===== config.mk =====
export PLATFORM = sky130hd
export DESIGN_NAME = sequenciador_polinomio
export DESIGN_NICKNAME = d
export VERILOG_FILES = /design/src/rtl/sequenciador_polinomio.sv
export SDC_FILE = /design/constraint.sdc
export NUM_CORES = 1
export LEC_CHECK = 0
export BUFFER_PORTS_ARGS = -buffer_cell sky130_fd_sc_hd__buf_2
export CAP_MARGIN = 10
export CORE_ASPECT_RATIO = 0.8
export CORE_MARGIN = 1
export CORE_UTILIZATION = 52
export CTS_CLUSTER_DIAMETER = 80
export DETAILED_ROUTE_END_ITERATION = 7
export GPL_ROUTABILITY_DRIVEN = 0
export PLACE_DENSITY = 0.92
export SYNTH_ARGS = -nofsm -noshare
export SYNTH_HDL_FRONTEND = slang
export SYNTH_SLANG_ARGS = --single-unit

===== constraint.sdc =====
create_clock -name ck -period 2.6 [get_ports ck]
set_clock_uncertainty 0.2 [all_clocks]
set_input_delay 0.78 -clock ck [delete_from_list [all_inputs] [get_ports ck]]
set_output_delay 0.78 -clock ck [all_outputs]
set_load 0.02 [all_outputs]

===== src/rtl/sequenciador_polinomio.sv =====
// Sweep sequencer for the polynomial evaluator: steps X over N points, drives the
// inicio/pronto handshake and offers each captured result on a valid/ready stream.
//
// state   | meaning
// OCIOSO  | idle, waiting for cmd_inicio
// DISPARA | ev_inicio pulse, timeout counter loaded
// ESPERA  | waiting for a rising edge of ev_pronto or timeout
// ENTREGA | result offered on the stream until accepted
// FIM     | sweep finished; concluido pulses on the following cycle
module sequenciador_polinomio #(
    parameter int W       = 16,
    parameter int NW      = 8,
    parameter int TIMEOUT = 255
) (
    input  logic          ck,
    input  logic          rst,
    input  logic          cmd_inicio,
    input  logic          cmd_abortar,
    input  logic [W-1:0]  X0,
    input  logic [W-1:0]  passo,
    input  logic [NW-1:0] N,
    input  logic [W-1:0]  A,
    input  logic [W-1:0]  B,
    input  logic [W-1:0]  C,
    output logic [W-1:0]  ev_X,
    output logic [W-1:0]  ev_A,
    output logic [W-1:0]  ev_B,
    output logic [W-1:0]  ev_C,
    output logic          ev_inicio,
    input  logic [W-1:0]  ev_Resultado,
    input  logic          ev_pronto,
    input  logic          ev_overflow,
    output logic          res_valido,
    input  logic          res_aceito,
    output logic [W-1:0]  res_dado,
    output logic          res_ovf,
    output logic [NW-1:0] res_indice,
    output logic          ocupado,
    output logic          concluido,
    output logic          erro_timeout,
    output logic [NW-1:0] ovf_cont
);

    localparam int TW = $clog2(TIMEOUT + 1);
    localparam logic [TW-1:0] CNT_INI = TW'(TIMEOUT - 1);
    localparam logic [NW-1:0] UM = NW'(1);

    typedef enum logic [2:0] {
        OCIOSO  = 3'd0,
        DISPARA = 3'd1,
        ESPERA  = 3'd2,
        ENTREGA = 3'd3,
        FIM     = 3'd4
    } estado_t;

    estado_t state, next_state;

    logic [W-1:0]  passo_r;
    logic [NW-1:0] n_r;
    logic [NW-1:0] k;
    logic [TW-1:0] cnt;
    logic          pronto_q;

    logic borda;
    logic ultimo;
    logic aceita_cmd;
    logic cap_res;
    logic expira;
    logic avanca;

    assign borda  = ev_pronto & ~pronto_q;
    assign ultimo = (k == n_r - UM);

    always_comb begin
        next_state = state;
        aceita_cmd = 1'b0;
        cap_res    = 1'b0;
        expira     = 1'b0;
        avanca     = 1'b0;
        case (state)
            OCIOSO: begin
                if (cmd_inicio) begin
                    aceita_cmd = 1'b1;
                    next_state = (N == '0) ? FIM : DISPARA;
                end
            end
            DISPARA: next_state = ESPERA;
            ESPERA: begin
                // a pronto edge in the expiry cycle still counts as a result
                if (borda) begin
                    cap_res    = ~cmd_abortar;
                    next_state = ENTREGA;
                end else if (cnt == '0) begin
                    expira     = ~cmd_abortar;
                    next_state = OCIOSO;
                end
            end
            ENTREGA: begin
                if (res_aceito) begin
                    avanca     = ~cmd_abortar & ~ultimo;
                    next_state = ultimo ? FIM : DISPARA;
                end
            end
            FIM:     next_state = OCIOSO;
            default: next_state = OCIOSO;
        endcase
        if (cmd_abortar && state != OCIOSO) begin
            next_state = OCIOSO;
        end
    end

    always_ff @(posedge ck or negedge rst) begin
        if (!rst) begin
            state <= OCIOSO;
        end else begin
            state <= next_state;
        end
    end

    always_ff @(posedge ck or negedge rst) begin
        if (!rst) begin
            passo_r      <= '0;
            n_r          <= '0;
            k            <= '0;
            cnt          <= '0;
            pronto_q     <= 1'b0;
            ev_X         <= '0;
            ev_A         <= '0;
            ev_B         <= '0;
            ev_C         <= '0;
            res_dado     <= '0;
            res_ovf      <= 1'b0;
            res_indice   <= '0;
            erro_timeout <= 1'b0;
            ovf_cont     <= '0;
            concluido    <= 1'b0;
        end else begin
            pronto_q  <= ev_pronto;
            concluido <= (state == FIM) & ~cmd_abortar;
            if (aceita_cmd) begin
                passo_r      <= passo;
                n_r          <= N;
                ev_X         <= X0;
                ev_A         <= A;
                ev_B         <= B;
                ev_C         <= C;
                k            <= '0;
                ovf_cont     <= '0;
                erro_timeout <= 1'b0;
            end
            if (state == DISPARA) begin
                cnt <= CNT_INI;
            end else if (state == ESPERA && cnt != '0) begin
                cnt <= cnt - TW'(1);
            end
            if (cap_res) begin
                res_dado   <= ev_Resultado;
                res_ovf    <= ev_overflow;
                res_indice <= k;
                if (ev_overflow && ovf_cont != {NW{1'b1}}) begin
                    ovf_cont <= ovf_cont + UM;
                end
            end
            if (expira) begin
                erro_timeout <= 1'b1;
            end
            if (avanca) begin
                k    <= k + UM;
                ev_X <= ev_X + passo_r;
            end
        end
    end

    assign ev_inicio  = (state == DISPARA);
    assign res_valido = (state == ENTREGA);
    // busy spans the whole command, including the cycle carrying concluido
    assign ocupado    = (state != OCIOSO) | concluido;

endmodule


==> flow_summary.rst, run 1 <==
.. list-table::
   :header-rows: 1

   * - Metric
     - Value
   * - Area of placed instances
     - 0.00823 mm²
   * - Number of core rows
     - 37
   * - Wire length of the first global-routing pass
     - 26.9 mm
   * - Total of endpoints with negative setup slack in the final report
     - 0
   * - Die ar.
     - 0.0137 mm²
   * - Final-layout fill cell count
     - 969
   * - Total half-perimeter wirelength after legalization and detailed placement
     - 12.1 mm
   * - P per Cell Area
     - 1240 mW/mm²
   * - Distinct cell type count of the synthesized netlist
     - 59
   * - Worst Setup End Kind
     - output port
   * - Final instance area
     - 0.00883 mm²
   * - Routed wire length per instance
     - 15.1 µm
   * - Multi-input gate area
     - 0.00311 mm²
   * - Worst min path class
     - in2async
   * - Antenna-violating nets left
     - 0
   * - Die W
     - 130 µm
   * - Netlist area before placement
     - 0.00686 mm²
   * - Overall Global Routing Usage
     - 25.5%
   * - Final Cycle Share
     - 96.6%
   * - Slew at the pin with the worst max-slew slack
     - 0.532 ns
   * - Share of synthesized cell area in full adder, half adder and majority cells
     - 3.94%
   * - Total Wirelength
     - 17.0 mm
   * - CP arrival
     - 1.53 ns
   * - Part of the total power dissipated in the clock network
     - 21.3%
   * - Sw frac
     - 41.5%
   * - Net switching power
     - 4.53 mW
   * - R2r setup slk
     - 0.11 ns
   * - Post-Synth XOR/XNOR Area
     - 4.08%
   * - Port-buffer cells
     - 212
   * - Instance count of the mapped netlist
     - 716
   * - Clock slew at reported path FFs
     - 0.06 ns
   * - DR DRC count
     - 0
   * - Number of top-level pins
     - 213
   * - Class of the most critical setup path
     - reg2out
   * - Clock tree buffer depth
     - 2
   * - Router iterations before antenna repair
     - 4
   * - Worst hold slack
     - 0.120 ns
   * - Worst rel slew slack
     - 64.6%
   * - Core region area
     - 0.0129 mm²
   * - CP Launch Type
     - flip-flop
   * - Max IR drop VDD
     - 775 µV
   * - Count of state elements after synthesis
     - 143
   * - Result of the run
     - completed
   * - Post-synthesis sequential area ratio
     - 52.2%
   * - Int Power
     - 6.38 mW
   * - Warning count from the yosys run
     - 0
   * - Final total negative setup slack
     - 0 ns
   * - Storage element area
     - 0.00358 mm²
   * - Violation count after the first detailed-routing iteration
     - 386
   * - DR vias
     - 5891
   * - Number of clock sinks
     - 143
   * - Number of antenna violations at the first check in global routing
     - 3
   * - Area fraction in compound gates after synthesis
     - 8.97%
   * - Vias in the first global route
     - 5630
   * - Maximum fanout encountered on the critical timing path
     - 9
   * - Combinational family with the most area after synthesis
     - simple AND/OR/NAND/NOR gates
   * - Primary FF master, synth
     - sky130_fd_sc_hd__dfrtp_1
   * - Unrepaired setup endpoints after global routing
     - no
   * - Number of buffers added to fix hold violations after cts
     - 0
   * - Congestion Overflow GR
     - 0
   * - Number of levels in the clock H-tree
     - 4
   * - Count of maximum capacitance violations
     - 0
   * - Layout-stage area growth over the synthesis result
     - 28.6%
   * - Worst skew pair latency
     - 0.41 ns
   * - Highest clock rate
     - 398 MHz
   * - Post-layout net count
     - 1072
   * - Part of the power in registers
     - 33.1%
   * - Detailed-route vias per instance
     - 5.21
   * - Initial Util
     - 53.3%
   * - Launching element of the worst setup path
     - state[0]
   * - Max-slew violations
     - 0
   * - Total CTS buffers
     - 17
   * - Reg2reg start
     - ev_X[12]
   * - Post-Synthesis Mean Instance Area
     - 9.58 µm²
   * - Lkg Pwr
     - 4.66 nW
   * - Post-layout min period
     - 2.51 ns
   * - Fraction of layout cells with a size suffix above 1
     - 32.5%
   * - Clock tree from TritonCTS
     - yes
   * - Number of enable flip-flop cells after synthesis
     - 0
   * - Final Hold Fails
     - 0
   * - Async set or reset register ratio after synthesis
     - 100%
   * - Largest net degree at the start of global routing
     - 54
   * - Simple-gate portion of the synthesized area
     - 22.0%
   * - Endpoint required time on the critical path
     - 1.62 ns
   * - Share of cell area taken by muxes after synthesis
     - 6.04%
   * - Comb power frac
     - 45.6%
   * - Synthesized netlist net count
     - 848
   * - CTS root buf
     - sky130_fd_sc_hd__clkbuf_16
   * - DIE HEIGHT
     - 105 µm
[critical path: stages (launching register included)]
cell,delay (ns)
sky130_fd_sc_hd__dfrtp_2,0.46
sky130_fd_sc_hd__nor2b_2,0.23
sky130_fd_sc_hd__and2_1,0.23
sky130_fd_sc_hd__buf_2,0.20
[path summary, 6_finish.rpt]
| check | end | cells past startpoint |
|---|---|---|
| min | passo_r[7] | 1 |
| min in group ck | ev_B[4] | 2 |
| max reg2reg | ev_X[15] | 8 |
| max | res_valido | 3 |
| max in group asynchronous | res_dado[5] | 2 |
| min reg2reg | ev_B[4] | 2 |
[flip-flops by register name (all words and copies together) (netlist names)]
| register | flops |
|---|---|
| cnt | 8 |
| res_indice | 8 |
| res_dado | 16 |
| ev_X | 16 |
| k | 8 |
| ovf_cont | 8 |
| ev_B | 16 |
| pronto_q | 1 |
| res_ovf | 1 |
| ev_C | 16 |
| ev_A | 16 |
| erro_timeout | 1 |
| concluido | 1 |
| state | 3 |
| n_r | 8 |
| passo_r | 16 |
[cell type report]
cell class,instances,share of cell area (%)
Multi-Input combinational cell,531,35.2
Sequential cell,143,40.6
Timing Repair Buffer,236,14.7
Clock buffer,21,5.22
Tap cell,175,2.48
Clock inverter,11,1.22
Antenna cell,2,0.0567
Inverter,11,0.468
[power by group through the flow]
stage / clock network [mW] / logic [mW] / registers [mW]
after floorplan: 0 / 2.70 / 4.29
after global placement: 0 / 4.78 / 3.57
after detailed placement: 0 / 4.92 / 3.62
after CTS: 2.37 / 4.96 / 3.60
after global routing: 2.46 / 5.48 / 3.72
final: 2.32 / 4.98 / 3.61
[cells by family after synthesis]
group / Yosys count
DFF: 143
AOI/OAI and AO/OA: 95
and+or+nand+nor: 345
muxes: 38
adders and majority gates: 21
xor gates and xnor gates: 32
buffers and inverters: 42
[what timing repair did]
action,in CTS,in global routing
resized for setup,1,7
hold endpoints to repair,0,0
setup endpoints to repair,2,10
pin swaps,0,1
buffers inserted,1,0
[layer usage]
| layer | up-vias | track usage, % | share of wire [%] |
|---|---|---|---|
| met5 | - | 0 | 0.14 |
| met4 | 4 | 8.78 | 1.4 |
| met3 | 23 | 6.45 | 6.7 |
| met2 | 225 | 41.9 | 48 |
| met1 | 2781 | 32.6 | 44 |
| li1 | 2858 | - | - |
[cells in the mapped netlist, drive strengths merged (10+ instances only)]
master  count  share of area [%]
clkbuf     11               0.60
mux2i      11                1.6
nand2b     10               0.91
a21oi      23                1.9
xnor2      18                2.3
nor2       19                1.2
nand3      13               0.95
mux2       27                4.4
xor2       14                1.8
nand2     250                 14
buf        20                1.6
dfrtp     143                 52
ha         20                3.6
o21ai      33                2.4
inv        11               0.60
[metrics by stage]
stage                     power, mW  setup WS [ns]  instances  utilization (%)
after floorplan                7.00         0.0963        716                -
after global placement         8.35          0.178       1095             63.9
after detailed placement       8.54         0.0719       1095             63.9
after CTS                      10.9         0.0425       1128             68.4
after global routing           11.7         0.0150       1129             68.6
final                          10.9         0.0875       1130             68.6
[layout by cell type, fill, tap and decap left out, types with 3 or more instances in the layout]
cell type	count
sky130_fd_sc_hd__nand2b_1	10
sky130_fd_sc_hd__o21ai_0	31
sky130_fd_sc_hd__nor4_1	8
sky130_fd_sc_hd__a21oi_1	20
sky130_fd_sc_hd__a221o_1	3
sky130_fd_sc_hd__nor2_1	17
sky130_fd_sc_hd__ha_1	18
sky130_fd_sc_hd__nand2_1	248
sky130_fd_sc_hd__nor3_1	8
sky130_fd_sc_hd__buf_4	19
sky130_fd_sc_hd__xnor2_1	18
sky130_fd_sc_hd__buf_12	4
sky130_fd_sc_hd__xor2_1	14
sky130_fd_sc_hd__inv_6	3
sky130_fd_sc_hd__nand4_1	5
sky130_fd_sc_hd__clkbuf_16	17
sky130_fd_sc_hd__dfrtp_2	3
sky130_fd_sc_hd__clkinvlp_4	5
sky130_fd_sc_hd__inv_1	11
sky130_fd_sc_hd__and3_1	5
sky130_fd_sc_hd__nor2b_1	8
sky130_fd_sc_hd__dfrtp_1	140
sky130_fd_sc_hd__mux2_2	26
sky130_fd_sc_hd__nand3_1	13
sky130_fd_sc_hd__mux2i_1	11
sky130_fd_sc_hd__o211ai_1	6
sky130_fd_sc_hd__a21o_1	5
sky130_fd_sc_hd__and2_1	7
sky130_fd_sc_hd__a22o_1	3
sky130_fd_sc_hd__a211oi_1	5
sky130_fd_sc_hd__buf_2	211
No activity file was read; power rests on OpenSTA's default activity.
==> inputs of run 2 (changes only) <==
--- a/config.mk
+++ b/config.mk
@@ -7,10 +7,10 @@
 export LEC_CHECK = 0
 export BUFFER_PORTS_ARGS = -buffer_cell sky130_fd_sc_hd__buf_2
 export CAP_MARGIN = 10
-export CORE_ASPECT_RATIO = 0.8
 export CORE_MARGIN = 1
 export CORE_UTILIZATION = 52
 export CTS_CLUSTER_DIAMETER = 80
+export CTS_CLUSTER_SIZE = 24
 export DETAILED_ROUTE_END_ITERATION = 7
 export GPL_ROUTABILITY_DRIVEN = 0
 export PLACE_DENSITY = 0.92
==> flow_summary.rst, run 2 (synthesis results as in run 1) <==
.. list-table::
   :header-rows: 1

   * - Metric
     - Value
   * - Final instance area
     - 0.00881 mm²
   * - Clock slew at reported path FFs
     - 0.06 ns
   * - Class of the most critical setup path
     - reg2reg
   * - Buffer and inverter count on the worst path
     - 0
   * - Max IR drop VDD
     - 709 µV
   * - Slew at the pin with the worst max-slew slack
     - 0.495 ns
   * - DR DRC count
     - 0
   * - Final Cycle Share
     - 95.8%
   * - Capturing point of the worst reg2reg path
     - ev_X[15]
   * - DR vias
     - 5886
   * - Overall Global Routing Usage
     - 25.0%
   * - Peak per-stage delay on the critical path
     - 0.47 ns
   * - Final Hold Fails
     - 0
   * - Count of maximum capacitance violations
     - 0
   * - Number of clock sinks
     - 143
   * - Cell breakdown of the critical path
     - ha_2 > a21oi_2 > nor2_1 > or4_1 > a32o_1 > a211oi_2 > mux2_1 > o221a_1
   * - Number of levels in the clock H-tree
     - 4
   * - Worst Setup End Kind
     - flip-flop
   * - Lkg Pwr
     - 4.66 nW
   * - Post-route core utilization
     - 69.2%
   * - Total half-perimeter wirelength after legalization and detailed placement
     - 12.2 mm
   * - Sw frac
     - 40.7%
   * - Port-buffer cells
     - 212
   * - Worst hold slack
     - 0.0846 ns
   * - Router iterations before antenna repair
     - 5
   * - Worst skew pair latency
     - 0.41 ns
   * - Layout-stage area growth over the synthesis result
     - 28.4%
   * - Leading cell types in the layout, fill and taps excluded
     - sky130_fd_sc_hd__nand2_1, sky130_fd_sc_hd__buf_2, sky130_fd_sc_hd__dfrtp_1
   * - Number of cells on the worst reg-to-reg path
     - 8
   * - CTS root buf
     - sky130_fd_sc_hd__clkbuf_16
   * - Total of endpoints with negative setup slack in the final report
     - 0
   * - Part of the power in registers
     - 32.5%
   * - Total Wirelength
     - 16.5 mm
   * - Clock tree from TritonCTS
     - yes
   * - Core region area
     - 0.0127 mm²
   * - Antenna-violating nets left
     - 0
   * - Area of placed instances
     - 0.00819 mm²
   * - Largest net degree at the start of global routing
     - 53
   * - Maximum fanout encountered on the critical timing path
     - 5
   * - Leading cell type in the layout, fill and taps excluded
     - sky130_fd_sc_hd__nand2_1
   * - Result of the run
     - completed
   * - Detailed-route vias per instance
     - 5.24
   * - DIE HEIGHT
     - 117 µm
   * - Vias in the first global route
     - 5634
   * - Number of antenna violations at the first check in global routing
     - 3
   * - Post-layout net count
     - 1069
   * - Post-layout min period
     - 2.49 ns
   * - Highest clock rate
     - 401 MHz
   * - Comb power frac
     - 45.8%
   * - Congestion Overflow GR
     - 0
   * - Initial Util
     - 53.9%
   * - Die W
     - 117 µm
   * - Number of top-level pins
     - 213
   * - Violation count after the first detailed-routing iteration
     - 310
   * - Part of the total power dissipated in the clock network
     - 21.6%
   * - Die ar.
     - 0.0137 mm²
   * - Int Power
     - 6.52 mW
   * - CP Launch Type
     - flip-flop
   * - Routed wire length per instance
     - 14.7 µm
   * - Crit-path leading delay family
     - compound AO/OA/AOI/OAI gates
   * - Reg2reg start
     - ev_X[12]
   * - Number of core rows
     - 41
   * - Total power
     - 11.0 mW
   * - Total CTS buffers
     - 17
   * - Net switching power
     - 4.47 mW
   * - R2r setup slk
     - 0.11 ns
   * - Max-slew violations
     - 0
   * - CP arrival
     - 2.64 ns
   * - P per Cell Area
     - 1250 mW/mm²
   * - Worst rel slew slack
     - 66.7%
   * - Slowest-stage cell, CP
     - sky130_fd_sc_hd__or4_1
   * - Endpoint required time on the critical path
     - 2.75 ns
   * - Worst min path class
     - in2async
   * - Fraction of layout cells with a size suffix above 1
     - 32.1%
   * - Clock tree buffer depth
     - 2
   * - Wire length of the first global-routing pass
     - 25.9 mm
==> run 2: changes by cell type in the layout (fill, tap and decap cells not counted), sizes merged <==
| cell | delta |
|---|---|
| clkinvlp | -3 |
| buf | -3 |
| inv | -3 |
| clkinv | +4 |
| clkbuf | -1 |
| bufinv | +2 |
==> run 2: worst max path at each step <==
stage	from	endpoint	slack, ns	cells after the start
finish	ev_X[12]	ev_X[15]	0.11	8
global route	ev_X[1]	ev_X[13]	-0.02	9
CTS	ev_X[12]	ev_X[15]	0.05	8
detailed placement	ev_X[12]	ev_X[15]	0.06	8
global placement	ev_X[12]	ev_X[15]	0.15	8
floorplan	ev_X[3]	ev_X[15]	0.1	8
==> run 2: layout make-up <==
| class | instances | area, µm² |
|---|---|---|
| fill | 959 | 3920 |
| sequential | 143 | 3580 |
| multi-input combinational | 531 | 3120 |
| timing repair buffer | 233 | 1270 |
| clock buffer | 20 | 437 |
| tap | 172 | 215 |
| clock inverter | 11 | 143 |
| inverter | 11 | 41.3 |
| antenna | 2 | 5.00 |
==> run 2: timing repair <==
item / in CTS / in global routing
gates resized for setup: 0 / 9
endpoints found under the setup margin: 1 / 12
pin swaps: 0 / 1
setup buffers: 1 / 0
hold buffers: 0 / 0
==> run 2: metrics by stage <==
stage	setup TNS (ns)	setup WS (ns)	instances
global route	-0.0202	-0.0202	1123
finish	0	0.109	1123
global placement	0	0.154	1089
CTS	0	0.0460	1121
floorplan	0	0.0963	716
detailed placement	0	0.0649	1089
==> run 2: per-layer routing <==
layer | part of all wire, % | GRT usage (%) | wire length [µm]
met5 | 0 | 0 | 0
met4 | 2.5 | 11.3 | 414
met3 | 6.8 | 6.39 | 1120
met2 | 50 | 42.9 | 8240
met1 | 41 | 29.5 | 6750
==> run 2: power by group through the flow <==
stage          Clock (mW)  Combinational, mW  Sequential (mW)
2_1_floorplan           0               2.70             4.29
3_3_place_gp            0               4.78             3.55
3_5_place_dp            0               4.94             3.60
4_1_cts              2.43               5.00             3.57
5_1_grt              2.52               5.60             3.69
6_report             2.38               5.04             3.58
